File: src/rtl/mem_port_arbiter_pkg.sv
// Shared definitions for the fetch/data memory-port arbiter:
// the owner-state encoding and the default RAM geometry.
package mem_port_arbiter_pkg;

    localparam int unsigned DEF_ADDR_W = 10;
    localparam int unsigned DEF_DATA_W = 32;

    // Which requester was granted the RAM in the previous cycle.
    typedef enum logic [1:0] {
        IDLE   = 2'd0,
        OWN_IF = 2'd1,
        OWN_D  = 2'd2
    } owner_e;

endpackage

File: src/rtl/arb_starve_ctr.sv
// Fetch starvation counter: counts consecutive cycles in which fetch is
// stalled and raises force_fetch once the count reaches STARVE_MAX.
// Requires STARVE_MAX >= 1.
module arb_starve_ctr #(
    parameter int unsigned STARVE_MAX = 4
) (
    input  logic clockCPU,
    input  logic reset,
    input  logic fetch_stall,
    input  logic fetch_clear,
    output logic force_fetch
);

    localparam int unsigned CW = $clog2(STARVE_MAX + 1);

    logic [CW-1:0] count;

    // Count stalled fetch cycles; saturate at STARVE_MAX, clear on grant or idle fetch.
    always_ff @(posedge clockCPU) begin
        if (reset) begin
            count <= '0;
        end else if (fetch_clear) begin
            count <= '0;
        end else if (fetch_stall && (count != CW'(STARVE_MAX))) begin
            count <= count + 1'b1;
        end
    end

    // Fetch is forced to win once the limit is reached.
    always_comb begin
        force_fetch = (count == CW'(STARVE_MAX));
    end

endmodule

File: src/rtl/mem_port_arbiter.sv
// Arbiter sharing one single-port RAM between instruction fetch and the
// data stage. Grant is combinational in cycle N; the registered owner
// steers mem_q to the right requester in cycle N+1.
// Optional macro ARB_STARVE_GUARD_EN adds a fetch starvation guard.
module mem_port_arbiter
    import mem_port_arbiter_pkg::*;
#(
    parameter int unsigned ADDR_W     = DEF_ADDR_W,
    parameter int unsigned DATA_W     = DEF_DATA_W,
    parameter int unsigned STARVE_MAX = 4
) (
    input  logic              clockCPU,
    input  logic              reset,
    input  logic              if_req,
    input  logic [ADDR_W-1:0] if_addr,
    output logic              if_stall,
    output logic              if_valid,
    output logic [DATA_W-1:0] if_rdata,
    input  logic              d_req,
    input  logic              d_we,
    input  logic [ADDR_W-1:0] d_addr,
    input  logic [DATA_W-1:0] d_wdata,
    output logic              d_stall,
    output logic              d_valid,
    output logic [DATA_W-1:0] d_rdata,
    output logic [ADDR_W-1:0] mem_addr,
    output logic [DATA_W-1:0] mem_data,
    output logic              mem_wren,
    input  logic [DATA_W-1:0] mem_q
);

    owner_e owner;
    owner_e owner_next;
    logic   owner_we;
    logic   owner_we_next;
    logic   grant_if;
    logic   grant_d;
    logic   starve_force;

`ifdef ARB_STARVE_GUARD_EN
    arb_starve_ctr #(
        .STARVE_MAX(STARVE_MAX)
    ) u_starve_ctr (
        .clockCPU   (clockCPU),
        .reset      (reset),
        .fetch_stall(if_stall),
        .fetch_clear(grant_if | ~if_req),
        .force_fetch(starve_force)
    );
`else
    logic unused_starve_max;
    assign unused_starve_max = (STARVE_MAX != 0);
    assign starve_force      = 1'b0;
`endif

    // Owner register and the write flag of the access in flight.
    always_ff @(posedge clockCPU) begin
        if (reset) begin
            owner    <= IDLE;
            owner_we <= 1'b0;
        end else begin
            owner    <= owner_next;
            owner_we <= owner_we_next;
        end
    end

    // Grant selection, RAM port steering, stalls and next owner.
    always_comb begin
        grant_if      = 1'b0;
        grant_d       = 1'b0;
        mem_addr      = '0;
        mem_data      = '0;
        mem_wren      = 1'b0;
        owner_next    = IDLE;
        owner_we_next = 1'b0;
        if (!reset) begin
            if (d_req && !(if_req && starve_force)) begin
                grant_d = 1'b1;
            end else if (if_req) begin
                grant_if = 1'b1;
            end
        end
        if (grant_d) begin
            mem_addr      = d_addr;
            mem_data      = d_wdata;
            mem_wren      = d_we;
            owner_next    = OWN_D;
            owner_we_next = d_we;
        end else if (grant_if) begin
            mem_addr   = if_addr;
            owner_next = OWN_IF;
        end
        if_stall = if_req && !grant_if && !reset;
        d_stall  = d_req && !grant_d && !reset;
    end

    // Response steering; reset gates a response already in flight.
    always_comb begin
        if_valid = (owner == OWN_IF) && !reset;
        d_valid  = (owner == OWN_D) && !reset;
        if_rdata = '0;
        d_rdata  = '0;
        if (if_valid) begin
            if_rdata = mem_q;
        end
        if (d_valid && !owner_we) begin
            d_rdata = mem_q;
        end
    end

endmodule

File: config.mk
export PLATFORM = sky130hd
export DESIGN_NAME = mem_port_arbiter
export DESIGN_NICKNAME = d
export VERILOG_FILES = /design/src/rtl/mem_port_arbiter_pkg.sv /design/src/rtl/arb_starve_ctr.sv /design/src/rtl/mem_port_arbiter.sv
export SDC_FILE = /design/constraint.sdc
export NUM_CORES = 1
export LEC_CHECK = 0
export BUFFER_PORTS_ARGS = -buffer_cell sky130_fd_sc_hd__buf_2
export CAP_MARGIN = 10
export CORE_AREA = 5 5 74 76
export CTS_CLUSTER_DIAMETER = 60
export DETAILED_ROUTE_END_ITERATION = 16
export DIE_AREA = 0 0 79 81
export PLACE_DENSITY = 0.8
export SLEW_MARGIN = 20
export SYNTH_ARGS = -nofsm -noshare
export SYNTH_HDL_FRONTEND = slang
export SYNTH_SLANG_ARGS = --single-unit
export TNS_END_PERCENT = 30
File: constraint.sdc
create_clock -name clockCPU -period 2 [get_ports clockCPU]
set_clock_uncertainty 0.2 [all_clocks]
set_input_delay 0.4 -clock clockCPU [delete_from_list [all_inputs] [get_ports clockCPU]]
set_output_delay 0.4 -clock clockCPU [all_outputs]
set_load 0.005 [all_outputs]
==> impl_metrics.yaml <==
detailed_routing:
  firstDrtPassIters: 3
  post-route-drc-count: 0
  num_vias: 1559
  drtIter0Drc: 20
  wl_per_cell_microns: 12.23
  totalWireLength_microns: 4637
  antenna_left: 0
  viasPerCell: 4.113
logic_synthesis:
  yosysWarnings: 0
  syn-cell-area_sq_um: 909.6
  yosysUniqueCellTypes: 13
  synth_seq_area_share_pct: 6.602
  yosys.area.top_type_share_pct: 68.78
  yosysTopAreaCell: "and2_1"
  syn-num-nets: 222
  ys_seq_elements: 3
  syn_avg_cell_area_sq_um: 6.839
  ys_top_cells_by_area: "and2_1 69%, a32o_1 11%, dfxtp_1 6.6%"
  synthCells: 133
setup_path:
  crit_type: "input pin to output port"
  crit_chain: "buf_2, nor4b_4, buf_12, and2_1, buf_2"
  critPathLaunch: "reset"
  max_stage_delay_ps: 330
  path_buf_inv: 3
  end_kind: "output port"
  crit_fanout: 32
  crit_required_ps: 1400
  arrival_ps: 1330
  crit_slowest_cell: "nor4b_4"
  cpMostUsedCell: "buf_2"
  critical-path-top-delay-family: "simple AND/OR/NAND/NOR gates"
  cp-start-kind: "input pin"
timing:
  max_clock_freq_mhz: 516.9
  tns_ps: 0
  drv_slew: 0
  hold_viol_final: 0
  setup_viol: 0
  finalCritPeriodShare_pct: 96.74
  fin_crit_ps: 1935
  grt_setup_unrepaired: "true"
  fin_ws_ps: 65.28
floorplan:
  die_height_microns: 81
  placementRows: 25
  start_util_pct: 19.52
  core-area_sq_um: 4661
  fp.dieW_microns: 79
  dieArea_sq_um: 6399
  top_level_ports: 200
global_route:
  grt_pass1_vias: 1579
  grt.total_usage_pct: 12.98
  globalRouteOverflowTotal: 0
  antenna_found_initial: 0
  grt_max_degree: 45
  grt_pass1_wl_microns: 6920
clock_network:
  numClockSinks: 3
  clk_pin_slew_worst_paths_ps: 30
  postCtsHoldBufs: 0
  cts_max_level: 1
  cts_resized: 0
  root_buffer: "clkbuf_8"
  cts_setup_buffers: 0
  cts_buffer_depth: 2
  tritoncts: "yes"
  cts_buffers: 3
final_layout:
  n_antenna_cell: 0
  final_util_pct: 43.28
  layout.nets: 415
  area_delta_synth_final_pct: 121.7
  final_cell_area_sq_um: 2017
  final_layout_size_suffix_gt1_share_pct: 64.00
placed_design:
  place_area_sq_um: 1972
  globalplace.congestion: 0.6712
  post-dp-hpwl_microns: 4197
  portBuffers: 198
  pre_cts_ws_ps: 66.85
power:
  p_leak_uw: 0.001343
  peakVddDrop_v: 0.0001471
  powerDensity_nw_per_um2: 241.2
status:
  status: "finished, final reports clean"
hold_path:
  hp-class: "input pin to register"
  min_from: "d_we"
flow_run:
  cap_violations: 0
-- cells by family after synthesis --
group                  count (synthesis)  share of synthesized area, %
flip-flops                             3                         6.603
AO/OA/AOI/OAI                         10                         11.00
buffers and inverters                 14                         7.290
AND/OR/NAND/NOR                      105                         74.69
other                                  1                        0.4123
-- final timing paths --
kind / end / slack (ps) / depth (start not counted)
worst max-delay path: d_rdata[12] / 70 / 5
worst min-delay path: owner_we$_SDFF_PP0_ / 220 / 2
-- power breakdown --
group	leakage [uW]	internal, uW	switching, uW
clock	0.0000228	136	35.6
sequential	0.0000248	63.1	2.47
combinational	0.00130	149	100
total	0.00134	348	138
-- Yosys cell counts (all sizes together) --
library cell and n:
conb 1, nor4b 1, dfxtp 3, nor2 1
clkbuf 8, nor2b 1, a32o 10, and2 100
nor3b 2, buf 6
-- cells in the final DEF (no fill, tap or decap) --
cell      count
nor2_1        1
conb_1        1
nor3b_1       1
buf_2       198
clkbuf_8      3
buf_4         1
nor2b_2       1
clkbuf_1      1
and2_1      100
nor4b_4       1
buf_12        3
nor3b_2       1
a32o_1       10
dfxtp_1       3
-- layout make-up --
type	count	area [sq um]
clock buffer	4	45.04
tap	54	67.56
sequential	3	60.06
fill	470	2644
multi-input combinational	116	785.8
timing repair buffer	202	1059
-- routing by layer --
metal  vias to the layer above  part of all wire (%)  global-route usage [%]
li1                        804                     -                       -
met1                       627                    33                   13.06
met2                       124                    50                   25.08
met3                         4                    15                   4.656
met4                         0                   1.4                   3.608
met5                         -                     0                       0
-- per-stage QoR --
step,total power (uW),std cells,hold slack [ps]
5_1_grt,530.7,379,243.6
6_report,486.5,379,222.7
3_3_place_gp,315.1,375,435.3
3_5_place_dp,320.2,375,450.7
2_1_floorplan,155.5,133,321.7
4_1_cts,497.8,379,230.1
-- state kept, by name, summed over array words and instances (netlist names) --
name      cells
owner         2
owner_we      1
No activity file was read; power rests on OpenSTA's default activity.
